## src/rtl/dmem_arbiter.sv

```systemverilog
// dmem_arbiter: shares single-port data_mem between core load/store path and a host port
module dmem_arbiter #(
  parameter int AW = 8,
  parameter int DW = 8,
  parameter int STARVE_LIMIT = 4,
  parameter int MAX_BURST = 8
) (
  input  logic          clk,
  input  logic          reset,
  input  logic          core_halted,
  input  logic          core_req,
  input  logic          core_we,
  input  logic [AW-1:0] core_addr,
  input  logic [DW-1:0] core_wdata,
  output logic          core_stall,
  output logic [DW-1:0] core_rdata,
  input  logic          host_req,
  input  logic          host_we,
  input  logic          host_lock,
  input  logic [AW-1:0] host_addr,
  input  logic [DW-1:0] host_wdata,
  output logic          host_gnt,
  output logic [DW-1:0] host_rdata,
  output logic [AW-1:0] mem_addr,
  output logic          mem_read,
  output logic          mem_write,
  output logic [DW-1:0] mem_wdata,
  input  logic [DW-1:0] mem_rdata,
  output logic [15:0]   stall_ct
);
  localparam int WW = $clog2(STARVE_LIMIT + 1);
  localparam int BW = $clog2(MAX_BURST + 1);
  typedef enum logic {S_CORE, S_HOST} own_t;
  own_t          own_q, own_d;
  logic [WW-1:0] wait_q, wait_d;
  logic [BW-1:0] burst_q, burst_d;
  logic [15:0]   stall_q, stall_d;
  logic          core_g, host_g;
  // grant decision: halted core yields, burst owner and starved host win, else core first
  always_comb begin
    core_g = 1'b0;
    host_g = 1'b0;
    if (!reset) begin
      if (core_halted) host_g = host_req;
      else if (host_req && (own_q == S_HOST || wait_q == WW'(STARVE_LIMIT))) host_g = 1'b1;
      else if (core_req) core_g = 1'b1;
      else host_g = host_req;
    end
  end
  assign host_gnt   = host_g;
  assign core_stall = core_req & ~core_halted & ~core_g & ~reset;
  assign mem_addr   = host_g ? host_addr : core_g ? core_addr : '0;
  assign mem_wdata  = host_g ? host_wdata : core_g ? core_wdata : '0;
  assign mem_read   = (host_g & ~host_we) | (core_g & ~core_we);
  assign mem_write  = (host_g & host_we) | (core_g & core_we);
  assign core_rdata = (core_g & ~core_we) ? mem_rdata : '0;
  assign host_rdata = (host_g & ~host_we) ? mem_rdata : '0;
  assign stall_ct   = reset ? 16'd0 : stall_q;
  // next state: starvation counter, burst ownership, saturating stall counter
  always_comb begin
    own_d   = own_q;
    burst_d = burst_q;
    wait_d  = (host_req & ~host_g) ? ((wait_q == WW'(STARVE_LIMIT)) ? wait_q : wait_q + WW'(1)) : '0;
    stall_d = (core_stall && stall_q != 16'hFFFF) ? stall_q + 16'd1 : stall_q;
    if (own_q == S_CORE) begin
      if (host_g && host_lock && MAX_BURST > 1) begin
        own_d   = S_HOST;
        burst_d = BW'(1);
      end
    end else if (host_g && host_lock && burst_q < BW'(MAX_BURST - 1)) begin
      burst_d = burst_q + BW'(1);
    end else begin
      own_d   = S_CORE;
      burst_d = '0;
      wait_d  = '0;
    end
  end
  // state registers with synchronous reset
  always_ff @(posedge clk) begin
    if (reset) begin
      own_q   <= S_CORE;
      wait_q  <= '0;
      burst_q <= '0;
      stall_q <= '0;
    end else begin
      own_q   <= own_d;
      wait_q  <= wait_d;
      burst_q <= burst_d;
      stall_q <= stall_d;
    end
  end
endmodule

```

## config.mk

```make
export PLATFORM = sky130hd
export DESIGN_NAME = dmem_arbiter
export DESIGN_NICKNAME = d
export VERILOG_FILES = /design/src/rtl/dmem_arbiter.sv
export SDC_FILE = /design/constraint.sdc
export NUM_CORES = 1
export LEC_CHECK = 0
export BUFFER_PORTS_ARGS = -buffer_cell sky130_fd_sc_hd__buf_2
export CORE_MARGIN = 8
export CORE_UTILIZATION = 47
export DETAILED_ROUTE_END_ITERATION = 10
export HOLD_SLACK_MARGIN = 0.15
export PLACE_DENSITY_LB_ADDON = 0.05
export SYNTH_ARGS = -nofsm -noshare
export SYNTH_HDL_FRONTEND = slang
export SYNTH_SLANG_ARGS = --single-unit
export TNS_END_PERCENT = 100
```

## constraint.sdc

```tcl
create_clock -name clk -period 2.8 [get_ports clk]
set_input_delay 0.42 -clock clk [delete_from_list [all_inputs] [get_ports clk]]
set_output_delay 0.42 -clock clk [all_outputs]
set_load 0.01 [all_outputs]
```

---- Word level (Yosys, flattened, before mapping) ----
Cells that the tools add are included.
operators by class
  reduce and logical (&&, ||, !) cells .... 6
  bitwise logic cells ..................... 16
  $add $sub $neg .......................... 3
  equality and inequality tests ........... 2
  multiplexer cells ....................... 25
  $lt $le $gt $ge ......................... 1
operators with widths
  cell                     number
  $mux W8                  6
  $add A16 B1 Y16 const B  1
  $mux W16                 1
  $ne A16 B16 Y1 const B   1
  $mux W3                  4
  $mux W4                  3
  $mux W1                  11
  $and A1 B1 Y1            8
  $not A1 Y1               6
  $add A4 B1 Y4 const B    1
  $logic_and A1 B1 Y1      4
  $lt A4 B3 Y1 const B     1
  $add A3 B1 Y3 const B    1
  $eq A3 B3 Y1 const B     1
  $or A1 B1 Y1             2
  $reduce_bool A2 Y1       1
  $logic_or A1 B1 Y1       1
word-level totals
  output and inout bits ................... 52
  input bits .............................. 48
  word-level logic and storage cells ...... 57
  bits in registers ....................... 24

---- Logic depth before layout (Yosys ltp) ----
Gate-level depths: netlist (run 1).
  word-level depth ........................ 11
  mapped depth ............................ 8
  mapped depth without buffers ............ 7

---- Least setup slack after synthesis (run 1) ----
OpenSTA, ideal clock, no wires.
  path type ............................... reg2out
  start ................................... register wait_q[0]
  end ..................................... output port mem_addr[4]
  slack ................................... 0.713 ns
  data required time ...................... 2.380 ns
  stages on the path, launching flop included .. 7
  buffers on the path ..................... 1
  arrival ................................. 1.667 ns
  path through ............................ dfxtp_1 -> inv_1 -> ha_1 -> a21o_1 -> a211oi_2 -> buf_2 -> a22o_1
between the ends
  longest elaborated chain between the ends .. 8
  elaborated cells on any way between the ends .. 11
  classes of those cells .................. 1 x eq/ne; 8 x mux; 2 x reduce/logical
ends and longest elaborated chain
  element                 RTL line  text
  start, declared         35        logic [WW-1:0] wait_q, wait_d;
  start signal, assigned  87        wait_q <= wait_d;
  $eq A3 B3 Y1 *          45        else if (host_req && (own_q == S_HOST || wait_q == WW'(STARVE_LIMIT))) host_g = 1'b1;
  $logic_or A1 B1 Y1 *    45
  $logic_and A1 B1 Y1 *   45
  $mux W1                 45
  $mux W1                 44        if (core_halted) host_g = host_req;
  $mux W1                 43        if (!reset) begin
  $mux W8                 52        assign mem_addr = host_g ? host_addr : core_g ? core_addr : '0;
  $mux W8 *               52
  end, declared           24        output logic [AW-1:0] mem_addr,
Mark *: on every way between the ends. The rest lies on a longest branch, timed or not.

---- Final worst setup path (run 1) ----
  start ................................... register wait_q[0]
  end ..................................... output port core_rdata[0]
between the ends
  longest elaborated chain between the ends .. 8
ends and longest elaborated chain
  element              RTL line  text
  $eq A3 B3 Y1         45
  $logic_or A1 B1 Y1   45
  $logic_and A1 B1 Y1  45
  $mux W1              45
  $mux W1              44
  $mux W1              43
  $and A1 B1 Y1        56        assign core_rdata = (core_g & ~core_we) ? mem_rdata : '0;
  $mux W8              56
  end, declared        16        output logic [DW-1:0] core_rdata,
No other way between the ends.

==> impl_metrics.prom, run 1 <==
# TYPE chip_impl_metric gauge
chip_impl_info{name="run_status",value="finished, final reports clean"} 1
chip_impl_metric{name="worst_ep_required_time",unit="ps"} 2380
chip_impl_metric{name="final.setup_skew",unit="ps"} 1.872
chip_impl_metric{name="worstPathMaxFanout",unit=""} 9
chip_impl_metric{name="post_detailed_placement_half_perimeter_wirelength",unit="µm"} 4196
chip_impl_metric{name="post_synth_num_cell_types",unit=""} 40
chip_impl_metric{name="rows",unit=""} 21
chip_impl_metric{name="synth_xor_xnor_area_share",unit=""} 0.005275
chip_impl_metric{name="post-route-worst-setup-slack",unit="ps"} 317.9
chip_impl_info{name="start_kind",value="flip-flop"} 1
chip_impl_metric{name="postRouteAntennaNets",unit=""} 0
chip_impl_metric{name="syn_inst",unit=""} 203
chip_impl_metric{name="area_delta_synth_final",unit="%"} 34.36
chip_impl_info{name="crit_path_start",value="wait_q[0]$_SDFF_PP0_"} 1
chip_impl_metric{name="max-clock-path-buffers",unit=""} 2
chip_impl_metric{name="post-cts-setup-buffer-count",unit=""} 0
chip_impl_metric{name="final.min_clock_period",unit="ps"} 2482
chip_impl_metric{name="post_synthesis_mux_area_share",unit=""} 0.04069
chip_impl_metric{name="regArea",unit="µm²"} 480.5
chip_impl_metric{name="drt_first_iter_violations",unit=""} 69
chip_impl_metric{name="worst_path_largest_cell_delay",unit="ps"} 390
chip_impl_metric{name="placement.setup.worst_slack",unit="ps"} 682.0
chip_impl_metric{name="synth_simple_gate_area_share",unit=""} 0.3700
chip_impl_metric{name="power_leakage",unit="nW"} 1.111
chip_impl_metric{name="path_clk_slew",unit="ps"} 130
chip_impl_metric{name="layout.nets",unit=""} 352
chip_impl_metric{name="io_buffers",unit=""} 99
chip_impl_metric{name="drt_pass1_iterations",unit=""} 4
chip_impl_metric{name="timing.slew.headroom",unit=""} 0.6650
chip_impl_metric{name="max_slew.worst_pin.slew",unit="ps"} 502.4
chip_impl_metric{name="wl_per_cell",unit="µm"} 14.89
chip_impl_metric{name="h_tree_depth_reported_by_cts",unit=""} 1
chip_impl_metric{name="clock-sinks",unit=""} 24
chip_impl_info{name="cts_tree",value="done"} 1
chip_impl_metric{name="place_congestion",unit=""} 0.8345
chip_impl_metric{name="number_of_cells_traversed_by_the_worst_register_to_register_path",unit=""} 5
chip_impl_metric{name="timing.critical_path.arrival",unit="ps"} 2060
chip_impl_metric{name="routed_via_density",unit=""} 5.348
chip_impl_info{name="grt_setup_unrepaired",value="false"} 1
chip_impl_metric{name="total_power",unit="mW"} 0.7213
chip_impl_metric{name="number_of_clock_buffers_inserted_by_tritoncts",unit=""} 3
chip_impl_metric{name="largest_net_degree_at_the_start_of_global_routing",unit=""} 26
chip_impl_metric{name="drv_slew",unit=""} 0
chip_impl_metric{name="power.density_cell_area",unit="mW/mm²"} 323.3
chip_impl_metric{name="synthesis.area",unit="mm²"} 0.001660
chip_impl_info{name="clockRootBuffer",value="sky130_fd_sc_hd__clkbuf_4"} 1
chip_impl_metric{name="antenna_found_initial",unit=""} 0
chip_impl_metric{name="final.fill_count",unit=""} 312
chip_impl_info{name="most-common-layout-cells",value="sky130_fd_sc_hd__buf_2 (99), sky130_fd_sc_hd__dfxtp_1 (24), sky130_fd_sc_hd__nor2b_1 (18), sky130_fd_sc_hd__and2_1 (17), sky130_fd_sc_hd__a22o_1 (16)"} 1
chip_impl_info{name="main_combinational_cell_family_by_area_after_synthesis",value="simple AND/OR/NAND/NOR gates"} 1
chip_impl_metric{name="drt_drc_violations_left",unit=""} 0
chip_impl_metric{name="core_ar",unit="mm²"} 0.003363
chip_impl_info{name="holdCritPathClass",value="primary input to flip-flop"} 1
chip_impl_metric{name="post_synthesis_compound_gate_area_fraction",unit=""} 0.2185
chip_impl_metric{name="die_w",unit="µm"} 75.44
chip_impl_metric{name="hold_path_depth",unit=""} 3
chip_impl_metric{name="clk_latency",unit="ps"} 320
chip_impl_metric{name="synth_seq_area_share",unit=""} 0.2894
chip_impl_metric{name="total_number_of_vias",unit=""} 1845
chip_impl_metric{name="layout_worst_path_cycle_share",unit=""} 0.8865
chip_impl_metric{name="global_route_wire_length_before_repair",unit="µm"} 7624
chip_impl_info{name="cp_slowest_cell",value="sky130_fd_sc_hd__dfxtp_1"} 1
chip_impl_metric{name="post_cts.resized_instances",unit=""} 0
chip_impl_info{name="critPathKind",value="flip-flop to output port"} 1
chip_impl_metric{name="fmax",unit="MHz"} 402.9
chip_impl_info{name="crit_reg_reg_startpoint",value="stall_q[0]$_SDFFE_PP0P_"} 1
chip_impl_metric{name="crit_path_depth",unit=""} 7
chip_impl_metric{name="aggregate_negative_setup_slack",unit="ps"} 0
chip_impl_metric{name="synthesized_area_fraction_occupied_by_adder_cells",unit=""} 0.03014
chip_impl_info{name="crit_path_end_kind",value="output port"} 1
chip_impl_metric{name="post_synth.cell_area_avg",unit="µm²"} 8.179
chip_impl_info{name="worstPathCellList",value="inv_1 -> ha_1 -> a21o_1 -> a211oi_2 -> and2b_1 -> and2_1 -> buf_2"} 1
chip_impl_metric{name="wl",unit="µm"} 5138
chip_impl_metric{name="path_buf_inv",unit=""} 2
chip_impl_metric{name="n_antenna_cell",unit=""} 0
chip_impl_metric{name="dp_cells",unit=""} 341
chip_impl_metric{name="vdd.ir_drop.worst",unit="mV"} 0.2167
chip_impl_info{name="worst_min_delay_path_startpoint",value="host_lock"} 1
chip_impl_metric{name="yosys_warnings",unit=""} 0
chip_impl_metric{name="pin_count",unit=""} 100
chip_impl_metric{name="multi_input_comb_area",unit="mm²"} 0.001104
chip_impl_metric{name="grt_pass1_vias",unit=""} 1633
chip_impl_info{name="worst_path_dominant_cell_family",value="compound AO/OA/AOI/OAI gates"} 1
chip_impl_metric{name="hold_viol_final",unit=""} 0
chip_impl_metric{name="groute.usage.overall",unit=""} 0.1682
chip_impl_metric{name="synth-seq-cells",unit=""} 24
chip_impl_metric{name="cap_violations",unit=""} 0
chip_impl_metric{name="grt_overflow",unit=""} 0
chip_impl_metric{name="fraction_of_final_layout_cells_with_drive_strength_greater_than_1",unit=""} 0.3946
chip_impl_metric{name="die_h",unit="µm"} 75.44
chip_impl_metric{name="report.final.setup_viol",unit=""} 0
chip_impl_info{name="final_common_cell",value="sky130_fd_sc_hd__buf_2"} 1
chip_impl_metric{name="finalNonFillerCells",unit=""} 345
chip_impl_metric{name="post_cts_hold_buffers",unit=""} 0
chip_impl_metric{name="synth_fp_nets",unit=""} 255
chip_impl_metric{name="full_die_area",unit="mm²"} 0.005690
chip_impl_metric{name="initial_utilization",unit=""} 0.4937
worst min-delay path: stages:
cell	delay, ps
sky130_fd_sc_hd__buf_2	120
sky130_fd_sc_hd__nand2_1	50
sky130_fd_sc_hd__a21oi_1	30
metal layers:
layer,track usage,share of wire,vias to the layer above
met4,0.05117,0.013,0
met2,0.2943,0.45,76
met1,0.1910,0.40,818
li1,-,-,944
met3,0.05000,0.14,7
met5,0,0,-
sequential cells by signal, summed over array words and instances (netlist names):
name and flops:
burst_q 4, stall_q 16, wait_q 3, own_q 1
layout make-up:
class / count / share of cell area
multi-input combinational: 164 / 0.4947
timing repair buffer: 102 / 0.2322
sequential: 24 / 0.2154
tap: 46 / 0.02580
clock inverter: 1 / 0.01346
clock buffer: 3 / 0.01010
inverter: 5 / 0.008413
cells by family after synthesis:
logic type                 count (synthesis)
adders and majority gates                  4
DFF                                       24
AOI/OAI and AO/OA                         51
buffers and inverters                     15
and+or+nand+nor                          102
muxes                                      6
xor gates and xnor gates                   1
synth_stat cells:
master / n / area share
sky130_fd_sc_hd__a211oi_2: 1 / 0.0075
sky130_fd_sc_hd__a21o_1: 3 / 0.014
sky130_fd_sc_hd__a21oi_1: 15 / 0.045
sky130_fd_sc_hd__a22o_1: 16 / 0.084
sky130_fd_sc_hd__a311oi_1: 2 / 0.011
sky130_fd_sc_hd__a32oi_1: 1 / 0.0053
sky130_fd_sc_hd__and2_1: 17 / 0.064
sky130_fd_sc_hd__and2b_1: 1 / 0.0045
sky130_fd_sc_hd__and3_1: 2 / 0.0075
sky130_fd_sc_hd__and4_1: 5 / 0.026
sky130_fd_sc_hd__and4_4: 1 / 0.0068
sky130_fd_sc_hd__and4bb_2: 1 / 0.0075
sky130_fd_sc_hd__buf_2: 4 / 0.012
sky130_fd_sc_hd__buf_6: 2 / 0.014
sky130_fd_sc_hd__clkbuf_1: 4 / 0.0090
sky130_fd_sc_hd__dfxtp_1: 24 / 0.29
sky130_fd_sc_hd__ha_1: 4 / 0.030
sky130_fd_sc_hd__inv_1: 4 / 0.0090
sky130_fd_sc_hd__inv_2: 1 / 0.0023
sky130_fd_sc_hd__mux2_1: 1 / 0.0068
sky130_fd_sc_hd__mux2_2: 5 / 0.034
sky130_fd_sc_hd__nand2_1: 10 / 0.023
sky130_fd_sc_hd__nand2b_1: 5 / 0.019
sky130_fd_sc_hd__nand3_1: 7 / 0.021
sky130_fd_sc_hd__nand4_1: 4 / 0.015
sky130_fd_sc_hd__nand4_2: 1 / 0.0075
sky130_fd_sc_hd__nand4b_1: 1 / 0.0053
sky130_fd_sc_hd__nor2_1: 13 / 0.029
sky130_fd_sc_hd__nor2b_1: 18 / 0.068
sky130_fd_sc_hd__nor3_1: 4 / 0.012
sky130_fd_sc_hd__nor4_1: 2 / 0.0075
sky130_fd_sc_hd__nor4b_2: 1 / 0.0090
sky130_fd_sc_hd__o21a_1: 1 / 0.0045
sky130_fd_sc_hd__o21ai_0: 5 / 0.015
sky130_fd_sc_hd__o31ai_1: 6 / 0.027
sky130_fd_sc_hd__o41ai_1: 1 / 0.0053
sky130_fd_sc_hd__or2_2: 1 / 0.0038
sky130_fd_sc_hd__or3_1: 4 / 0.015
sky130_fd_sc_hd__or4_1: 4 / 0.018
sky130_fd_sc_hd__xnor2_1: 1 / 0.0053
per-stage QoR:
| stage | hold WS, ps | instance area [µm²] | util |
|---|---|---|---|
| 5_1_grt | 322.5 | 2231 | 0.6633 |
| 3_3_place_gp | 478.5 | 2178 | 0.6477 |
| 3_5_place_dp | 484.4 | 2178 | 0.6477 |
| 2_1_floorplan | 456.8 | 1660 | - |
| 4_1_cts | 318.2 | 2231 | 0.6633 |
| 6_report | 329.3 | 2231 | 0.6633 |
where the power goes:
group	leakage (nW)	total, mW	internal (mW)	switching [mW]
clock network	0.0279	0.253	0.145	0.109
registers	0.194	0.345	0.343	0.00213
logic	0.890	0.122	0.0608	0.0616
worst paths after layout:
check	end	slack [ps]
max reg2reg	stall_q[11]$_SDFFE_PP0P_	770
min	own_q$_SDFF_PP0_	330
max	core_rdata[0]	320
min reg2reg	stall_q[12]$_SDFFE_PP0P_	500
No activity file was read; power rests on OpenSTA's default activity.
==> run 2: changes to the inputs <==
--- a/config.mk
+++ b/config.mk
@@ -5,9 +5,10 @@
 export SDC_FILE = /design/constraint.sdc
 export NUM_CORES = 1
 export LEC_CHECK = 0
+export ABC_AREA = 1
 export BUFFER_PORTS_ARGS = -buffer_cell sky130_fd_sc_hd__buf_2
 export CORE_MARGIN = 8
-export CORE_UTILIZATION = 47
+export CORE_UTILIZATION = 48
 export DETAILED_ROUTE_END_ITERATION = 10
 export HOLD_SLACK_MARGIN = 0.15
 export PLACE_DENSITY_LB_ADDON = 0.05
==> constraint.sdc (replaced) <==
create_clock -name clk -period 3.21 [get_ports clk]
set_input_delay 0.4815 -clock clk [delete_from_list [all_inputs] [get_ports clk]]
set_output_delay 0.4815 -clock clk [all_outputs]
set_load 0.01 [all_outputs]
==> run 2 against run 1 <==
  * Critical path type unchanged
  * Power decreased by 18%
  * Highest routed layer unchanged
  * Global-route usage increased by 1.3 points
  * Flip-flop and latch count unchanged
  * Worst hold slack improved by 170 ps
  * Die area increased by 5.0%
  * Design area increased by 6.4%
  * Cell count increased by 34%
==> impl_metrics.prom, run 2 <==
# TYPE chip_impl_metric gauge
chip_impl_info{name="run_status",value="finished, final reports clean"} 1
chip_impl_metric{name="post-route-worst-setup-slack",unit="ps"} 470.7
chip_impl_metric{name="place_congestion",unit=""} 0.7826
chip_impl_metric{name="worst_ep_required_time",unit="ps"} 2730
chip_impl_metric{name="post-cts-setup-buffer-count",unit=""} 0
chip_impl_metric{name="worstPathMaxFanout",unit=""} 18
chip_impl_metric{name="area_delta_synth_final",unit="%"} 31.64
chip_impl_metric{name="h_tree_depth_reported_by_cts",unit=""} 1
chip_impl_info{name="final_common_cell",value="sky130_fd_sc_hd__buf_2"} 1
chip_impl_metric{name="largest_register_ffs",unit=""} 16
chip_impl_metric{name="cap_violations",unit=""} 0
chip_impl_metric{name="path_clk_slew",unit="ps"} 80
chip_impl_metric{name="n_antenna_cell",unit=""} 0
chip_impl_info{name="netlist_top_cells_count",value="sky130_fd_sc_hd__nand2_1 (92), sky130_fd_sc_hd__nor2_1 (67), sky130_fd_sc_hd__inv_1 (38)"} 1
chip_impl_metric{name="drt_first_iter_violations",unit=""} 94
chip_impl_metric{name="max-clock-path-buffers",unit=""} 2
chip_impl_info{name="synth_largest_area_cell",value="sky130_fd_sc_hd__dfxtp_1"} 1
chip_impl_metric{name="io_buffers",unit=""} 99
chip_impl_info{name="biggest_area_contributors_in_the_synthesized_netlist",value="sky130_fd_sc_hd__dfxtp_1 (27%), sky130_fd_sc_hd__nand2_1 (19%), sky130_fd_sc_hd__nor2_1 (14%)"} 1
chip_impl_metric{name="routed_via_density",unit=""} 4.777
chip_impl_metric{name="die_h",unit="µm"} 77.29
chip_impl_info{name="r2r-end",value="stall_q[0]$_SDFFE_PP0P_"} 1
chip_impl_metric{name="yosys_warnings",unit=""} 0
chip_impl_info{name="largestRegisters",value="stall_q (16), burst_q (4), wait_q (3)"} 1
chip_impl_metric{name="wl",unit="µm"} 5460
chip_impl_metric{name="synth_fp_nets",unit=""} 370
chip_impl_metric{name="routedLengthMet1",unit="µm"} 2106
chip_impl_metric{name="global_route_wire_length_before_repair",unit="µm"} 9218
chip_impl_info{name="crit_path_end_kind",value="output port"} 1
chip_impl_info{name="max_flop_register",value="stall_q"} 1
chip_impl_metric{name="post_detailed_placement_half_perimeter_wirelength",unit="µm"} 4419
chip_impl_metric{name="syn_inst",unit=""} 318
chip_impl_metric{name="number_of_clock_buffers_inserted_by_tritoncts",unit=""} 3
chip_impl_metric{name="pin_count",unit=""} 100
chip_impl_metric{name="worst_path_largest_cell_delay",unit="ps"} 400
chip_impl_metric{name="rows",unit=""} 22
chip_impl_metric{name="grt_pass1_vias",unit=""} 2072
chip_impl_metric{name="layout.nets",unit=""} 467
chip_impl_metric{name="timing.critical_path.arrival",unit="ps"} 2260
chip_impl_metric{name="synth-edff-count",unit=""} 0
chip_impl_metric{name="hold_viol_final",unit=""} 0
chip_impl_metric{name="synth_seq_area_share",unit=""} 0.2665
chip_impl_metric{name="largest_net_degree_at_the_start_of_global_routing",unit=""} 20
chip_impl_info{name="cp_slowest_cell",value="sky130_fd_sc_hd__clkinv_1"} 1
chip_impl_metric{name="wl_met3",unit="µm"} 412
chip_impl_metric{name="timing.slew.headroom",unit=""} 0.6850
chip_impl_metric{name="synth-seq-cells",unit=""} 24
chip_impl_info{name="worst_min_delay_path_startpoint",value="burst_q[3]$_SDFFE_PP0P_"} 1
chip_impl_metric{name="total_number_of_vias",unit=""} 2202
chip_impl_info{name="start_kind",value="flip-flop"} 1
chip_impl_metric{name="r2r_slack",unit="ps"} 1230
chip_impl_info{name="yosys_most_used_dff",value="sky130_fd_sc_hd__dfxtp_1"} 1
chip_impl_metric{name="report.final.setup_viol",unit=""} 0
chip_impl_metric{name="drt_drc_violations_left",unit=""} 0
chip_impl_info{name="worstPathCellList",value="inv_1 -> ha_1 -> nand2_1 -> nand3_1 -> nand2_1 -> clkinv_1 -> nand2_1 -> nand2_1 -> buf_2"} 1
chip_impl_metric{name="post_cts.resized_instances",unit=""} 0
chip_impl_metric{name="clk_latency",unit="ps"} 270
chip_impl_metric{name="asyncSetResetFlopFracSynth",unit=""} 0
chip_impl_metric{name="post_synth.cell_area_avg",unit="µm²"} 5.670
chip_impl_info{name="cts_tree",value="done"} 1
chip_impl_metric{name="vdd.ir_drop.worst",unit="mV"} 0.2347
chip_impl_info{name="post-synth-top-count-cell",value="sky130_fd_sc_hd__nand2_1"} 1
chip_impl_metric{name="fmax",unit="MHz"} 365.1
chip_impl_metric{name="die_w",unit="µm"} 77.29
chip_impl_metric{name="layout_worst_path_cycle_share",unit=""} 0.8534
chip_impl_metric{name="fraction_of_final_layout_cells_with_drive_strength_greater_than_1",unit=""} 0.2663
chip_impl_metric{name="met2WireLength",unit="µm"} 2886
chip_impl_info{name="most-common-layout-cells",value="sky130_fd_sc_hd__buf_2 (99), sky130_fd_sc_hd__nand2_1 (92), sky130_fd_sc_hd__nor2_1 (67), sky130_fd_sc_hd__inv_1 (38), sky130_fd_sc_hd__nand3_1 (37)"} 1
chip_impl_metric{name="drv_slew",unit=""} 0
chip_impl_metric{name="full_die_area",unit="mm²"} 0.005973
chip_impl_metric{name="clock-sinks",unit=""} 24
chip_impl_info{name="critPathKind",value="flip-flop to output port"} 1
chip_impl_metric{name="top_area_cell_type_share_of_the_netlist_area",unit=""} 0.2665
chip_impl_metric{name="grt_overflow",unit=""} 0
chip_impl_metric{name="core_ar",unit="mm²"} 0.003633
chip_impl_metric{name="groute.usage.overall",unit=""} 0.1807
chip_impl_metric{name="placement.setup.worst_slack",unit="ps"} 672.0
chip_impl_metric{name="postRouteAntennaNets",unit=""} 0
chip_impl_metric{name="final.min_clock_period",unit="ps"} 2739
chip_impl_info{name="hold_path_end",value="burst_q[3]$_SDFFE_PP0P_"} 1
chip_impl_metric{name="hold_path_depth",unit=""} 2
chip_impl_metric{name="wl_per_cell",unit="µm"} 11.84
chip_impl_metric{name="power.density_cell_area",unit="mW/mm²"} 248.6
chip_impl_metric{name="post_cts_hold_buffers",unit=""} 0
chip_impl_metric{name="number_of_cells_traversed_by_the_worst_register_to_register_path",unit=""} 10
chip_impl_metric{name="synthesis.area",unit="mm²"} 0.001803
chip_impl_metric{name="power_leakage",unit="nW"} 1.287
chip_impl_metric{name="initial_utilization",unit=""} 0.4962
chip_impl_metric{name="aggregate_negative_setup_slack",unit="ps"} 0
chip_impl_metric{name="antenna_found_initial",unit=""} 0
chip_impl_info{name="crit_top_cell",value="sky130_fd_sc_hd__nand2_1"} 1
chip_impl_info{name="maxUsedRoutingLayer",value="met4"} 1
chip_impl_info{name="holdCritPathClass",value="flip-flop to flip-flop"} 1
chip_impl_metric{name="drt_pass1_iterations",unit=""} 5
chip_impl_metric{name="max_slew.worst_pin.slew",unit="ps"} 469.6
chip_impl_info{name="clockRootBuffer",value="sky130_fd_sc_hd__clkbuf_8"} 1
chip_impl_metric{name="final.setup_skew",unit="ps"} 5.389
chip_impl_info{name="crit_reg_reg_startpoint",value="wait_q[0]$_SDFF_PP0_"} 1
chip_impl_metric{name="post_synth_num_cell_types",unit=""} 25
chip_impl_info{name="grt_setup_unrepaired",value="false"} 1
==> run 2: cell types whose count changed in the layout (fill, tap and decap cells not counted), sizes merged, moves of 7 or more <==
cell | previous run | this run
xor2 | 0 | 7
nand2 | 10 | 92
nor2b | 18 | 0
inv | 5 | 39
nand3 | 7 | 38
nor2 | 13 | 69
and2 | 17 | 0
a22o | 16 | 0
==> run 2: critical path: cells and delay by family (launching register included) <==
| kind | cells | cell delay, ps |
|---|---|---|
| and+or+nand+nor | 5 | 850 |
| adders and majority gates | 1 | 190 |
| buffers and inverters | 3 | 620 |
| DFF | 1 | 340 |
==> run 2: worst max-delay path by stage <==
| stage | startpoint | end | slack [ps] | cells past startpoint |
|---|---|---|---|---|
| floorplan | wait_q[0]$_SDFF_PP0_ | mem_addr[4] | 1250 | 8 |
| global placement | reset | mem_read | 750 | 7 |
| detailed placement | reset | mem_read | 670 | 7 |
| CTS | wait_q[0]$_SDFF_PP0_ | mem_read | 460 | 9 |
| global route | wait_q[0]$_SDFF_PP0_ | host_rdata[7] | 150 | 9 |
| finish | wait_q[0]$_SDFF_PP0_ | mem_read | 470 | 9 |
==> run 2: cell families (layout without fill, tap and decap cells) <==
| kind of cell | count (synthesis) | in the layout | synth area share |
|---|---|---|---|
| AND/OR/NAND/NOR | 207 | 207 | 0.4830 |
| XOR/XNOR | 9 | 9 | 0.04372 |
| AO/OA/AOI/OAI | 23 | 23 | 0.06662 |
| adder cells (fa/ha/maj) | 4 | 4 | 0.02776 |
| buffers and inverters | 51 | 146 | 0.1124 |
| flip-flops | 24 | 24 | 0.2665 |
==> run 2: where the power goes <==
part,internal (mW),switching [mW]
logic,0.0465,0.0629
registers,0.300,0.00189
clock network,0.0840,0.0949
==> run 2: stage by stage <==
stage | cell area [µm²] | utilization | hold slack [ps] | cells | power [mW]
after floorplan | 1803 | - | 454.0 | 318 | 0.3623
after global placement | 2332 | 0.6419 | 470.0 | 458 | 0.4175
after detailed placement | 2332 | 0.6419 | 483.6 | 458 | 0.4191
after CTS | 2374 | 0.6532 | 495.2 | 461 | 0.5968
after global routing | 2374 | 0.6532 | 528.9 | 461 | 0.6180
final | 2374 | 0.6532 | 495.7 | 461 | 0.5900
==> run 2: layout make-up <==
class / instances / area [µm²]
Fill cell: 388 / 1260
Sequential cell: 24 / 480.5
Inverter: 41 / 153.9
Clock buffer: 3 / 41.29
Multi-Input combinational cell: 243 / 1120
Tap cell: 48 / 60.06
Timing Repair Buffer: 102 / 518.0
==> run 2: per-layer routing <==
metal	vias up	GRT usage
met3	6	0.06410
met5	-	0
met1	962	0.1830
met2	60	0.3454
met4	0	0.03208
li1	1174	-
==> run 3: changes to the inputs <==
--- a/config.mk
+++ b/config.mk
@@ -7,6 +7,7 @@
 export LEC_CHECK = 0
 export ABC_AREA = 1
 export BUFFER_PORTS_ARGS = -buffer_cell sky130_fd_sc_hd__buf_2
+export CORE_ASPECT_RATIO = 0.5
 export CORE_MARGIN = 8
 export CORE_UTILIZATION = 48
 export DETAILED_ROUTE_END_ITERATION = 10
==> run 3 against run 2 <==
  * Worst setup slack lost 14 ps
  * Worst hold slack improved by 6.9 ps
  * Sequential power about the same
  * Non-clock buffer count decreased by 1
  * Maximum frequency decreased by 0.51%
  * Clock-buffer cell count did not move
  * Clock skew increased by 1.0 ps
  * Design area fell by 0.16%
  * Clock power hardly changed
  * First-iteration DRC count is 13% lower
  * Critical path depth decreased by 2
  * Global-route usage increased by 0.99 points
  * Critical endpoint unchanged
==> impl_metrics.prom, run 3 (synthesis gave the netlist of run 2 again) <==
# TYPE chip_impl_metric gauge
chip_impl_metric{name="max_slew.worst_pin.slew",unit="ps"} 607.0
chip_impl_metric{name="report.final.setup_viol",unit=""} 0
chip_impl_metric{name="post_cts_hold_buffers",unit=""} 0
chip_impl_metric{name="final.setup_skew",unit="ps"} 6.421
chip_impl_info{name="run_status",value="finished, final reports clean"} 1
chip_impl_metric{name="finalNonFillerCells",unit=""} 463
chip_impl_metric{name="cap_violations",unit=""} 0
chip_impl_info{name="cp_slowest_cell",value="sky130_fd_sc_hd__buf_2"} 1
chip_impl_info{name="grt_setup_unrepaired",value="false"} 1
chip_impl_metric{name="place_congestion",unit=""} 0.8459
chip_impl_metric{name="hold_viol_final",unit=""} 0
chip_impl_metric{name="h_tree_depth_reported_by_cts",unit=""} 1
chip_impl_metric{name="rows",unit=""} 15
chip_impl_metric{name="largest_register_ffs",unit=""} 16
chip_impl_metric{name="core_ar",unit="mm²"} 0.003510
chip_impl_metric{name="die_h",unit="µm"} 59.34
chip_impl_metric{name="pin_count",unit=""} 100
chip_impl_metric{name="global_route_wire_length_before_repair",unit="µm"} 9239
chip_impl_metric{name="fin_area",unit="mm²"} 0.002370
chip_impl_metric{name="largest_net_degree_at_the_start_of_global_routing",unit=""} 34
chip_impl_metric{name="worst_path_largest_cell_delay",unit="ps"} 480
chip_impl_info{name="cts_tree",value="done"} 1
chip_impl_metric{name="io_buffers",unit=""} 99
chip_impl_metric{name="post_detailed_placement_half_perimeter_wirelength",unit="µm"} 4786
chip_impl_metric{name="postRouteAntennaNets",unit=""} 0
chip_impl_info{name="critPathKind",value="primary input to output port"} 1
chip_impl_metric{name="dp_cells",unit=""} 460
chip_impl_info{name="most-common-layout-cells",value="sky130_fd_sc_hd__buf_2 (99), sky130_fd_sc_hd__nand2_1 (92), sky130_fd_sc_hd__nor2_1 (67), sky130_fd_sc_hd__inv_1 (38), sky130_fd_sc_hd__nand3_1 (37)"} 1
chip_impl_metric{name="max-clock-path-buffers",unit=""} 2
chip_impl_metric{name="wl",unit="µm"} 5838
chip_impl_info{name="start_kind",value="primary input"} 1
chip_impl_metric{name="layout.nets",unit=""} 466
chip_impl_metric{name="n_antenna_cell",unit=""} 0
chip_impl_metric{name="power_leakage",unit="nW"} 1.282
chip_impl_metric{name="drt_first_iter_violations",unit=""} 82
chip_impl_metric{name="total_power",unit="mW"} 0.5883
chip_impl_metric{name="worst_ep_required_time",unit="ps"} 2730
chip_impl_info{name="clockRootBuffer",value="sky130_fd_sc_hd__clkbuf_8"} 1
chip_impl_metric{name="routed_via_density",unit=""} 4.816
chip_impl_metric{name="fin_util",unit=""} 0.6752
chip_impl_info{name="crit_path_end_kind",value="output port"} 1
chip_impl_metric{name="aggregate_negative_setup_slack",unit="ps"} 0
chip_impl_metric{name="die_w",unit="µm"} 102.7
chip_impl_metric{name="grt_pass1_vias",unit=""} 2100
chip_impl_metric{name="antenna_found_initial",unit=""} 0
chip_impl_metric{name="grt_overflow",unit=""} 0
chip_impl_metric{name="drt_pass1_iterations",unit=""} 4
chip_impl_info{name="maxUsedRoutingLayer",value="met4"} 1
chip_impl_info{name="final_common_cell",value="sky130_fd_sc_hd__buf_2"} 1
chip_impl_info{name="holdCritPathClass",value="flip-flop to flip-flop"} 1
chip_impl_metric{name="post_cts.resized_instances",unit=""} 0
chip_impl_info{name="largestRegisters",value="stall_q (16), burst_q (4), wait_q (3)"} 1
chip_impl_metric{name="drv_slew",unit=""} 0
chip_impl_metric{name="path_clk_slew",unit="ps"} 80
chip_impl_metric{name="drt_drc_violations_left",unit=""} 0
chip_impl_metric{name="power.density_cell_area",unit="mW/mm²"} 248.3
chip_impl_metric{name="groute.usage.overall",unit=""} 0.1906
chip_impl_info{name="crit_top_cell",value="sky130_fd_sc_hd__nand2_1"} 1
chip_impl_info{name="worstPathCellList",value="buf_2 -> nor2_1 -> nand2_1 -> clkinv_1 -> nand2_1 -> nand2_1 -> buf_2"} 1
chip_impl_metric{name="final.min_clock_period",unit="ps"} 2753
chip_impl_info{name="max_flop_register",value="stall_q"} 1
chip_impl_metric{name="fraction_of_final_layout_cells_with_drive_strength_greater_than_1",unit=""} 0.2646
chip_impl_metric{name="number_of_clock_buffers_inserted_by_tritoncts",unit=""} 3
chip_impl_metric{name="wl_per_cell",unit="µm"} 12.61
chip_impl_metric{name="full_die_area",unit="mm²"} 0.006092
chip_impl_metric{name="layout_worst_path_cycle_share",unit=""} 0.8578
chip_impl_metric{name="clk_latency",unit="ps"} 270
chip_impl_metric{name="vdd.ir_drop.worst",unit="mV"} 0.1362
chip_impl_metric{name="post-cts-setup-buffer-count",unit=""} 0
chip_impl_metric{name="wl_met3",unit="µm"} 774
chip_impl_metric{name="fmax",unit="MHz"} 363.2
chip_impl_metric{name="timing.slew.headroom",unit=""} 0.5953
chip_impl_metric{name="total_number_of_vias",unit=""} 2230
chip_impl_metric{name="met2WireLength",unit="µm"} 2760
chip_impl_metric{name="routedLengthMet1",unit="µm"} 2252
chip_impl_metric{name="worstPathMaxFanout",unit=""} 33
chip_impl_metric{name="initial_utilization",unit=""} 0.5137
chip_impl_metric{name="placedInstanceArea",unit="mm²"} 0.002328
chip_impl_metric{name="timing.critical_path.arrival",unit="ps"} 2270
chip_impl_metric{name="clock-sinks",unit=""} 24
chip_impl_metric{name="area_delta_synth_final",unit="%"} 31.44
run 3: critical path: cells and delay by family:
family	cells	cell delay (ps)
buffers and inverters	3	1020
AND/OR/NAND/NOR	4	760
run 3: path summary, 6_finish.rpt:
path                            slack, ps                 endpoint  depth (start not counted)               startpoint
worst min-delay path                  500  burst_q[3]$_SDFFE_PP0P_                          2  burst_q[3]$_SDFFE_PP0P_
worst min register to register        500  burst_q[3]$_SDFFE_PP0P_                          2  burst_q[3]$_SDFFE_PP0P_
worst max register to register       1250  stall_q[0]$_SDFFE_PP0P_                         10     wait_q[0]$_SDFF_PP0_
worst max-delay path                  460                 mem_read                          7                    reset
run 3: area by class of cell:
| cell class | instances | area [µm²] |
|---|---|---|
| timing repair buffer | 101 | 510.5 |
| multi-input combinational | 243 | 1120 |
| sequential | 24 | 480.5 |
| fill | 335 | 1140 |
| inverter | 41 | 153.9 |
| tap | 51 | 63.81 |
| clock buffer | 3 | 41.29 |
run 3: routing by layer:
metal | global-route usage | up-vias
li1 | - | 1174
met4 | 0.04752 | 0
met3 | 0.1089 | 4
met2 | 0.3349 | 83
met1 | 0.1918 | 969
met5 | 0 | -
run 3: stage by stage:
stage,hold WS [ps],setup slack [ps]
after global routing,531.0,256.5
after global placement,473.1,592.9
final,502.6,456.5
after floorplan,454.0,1251
after CTS,505.7,477.8
after detailed placement,492.1,486.3
run 3: power breakdown:
part           internal, mW  switching (mW)
Clock                0.0840          0.0933
Combinational        0.0458          0.0635
Sequential            0.300         0.00190
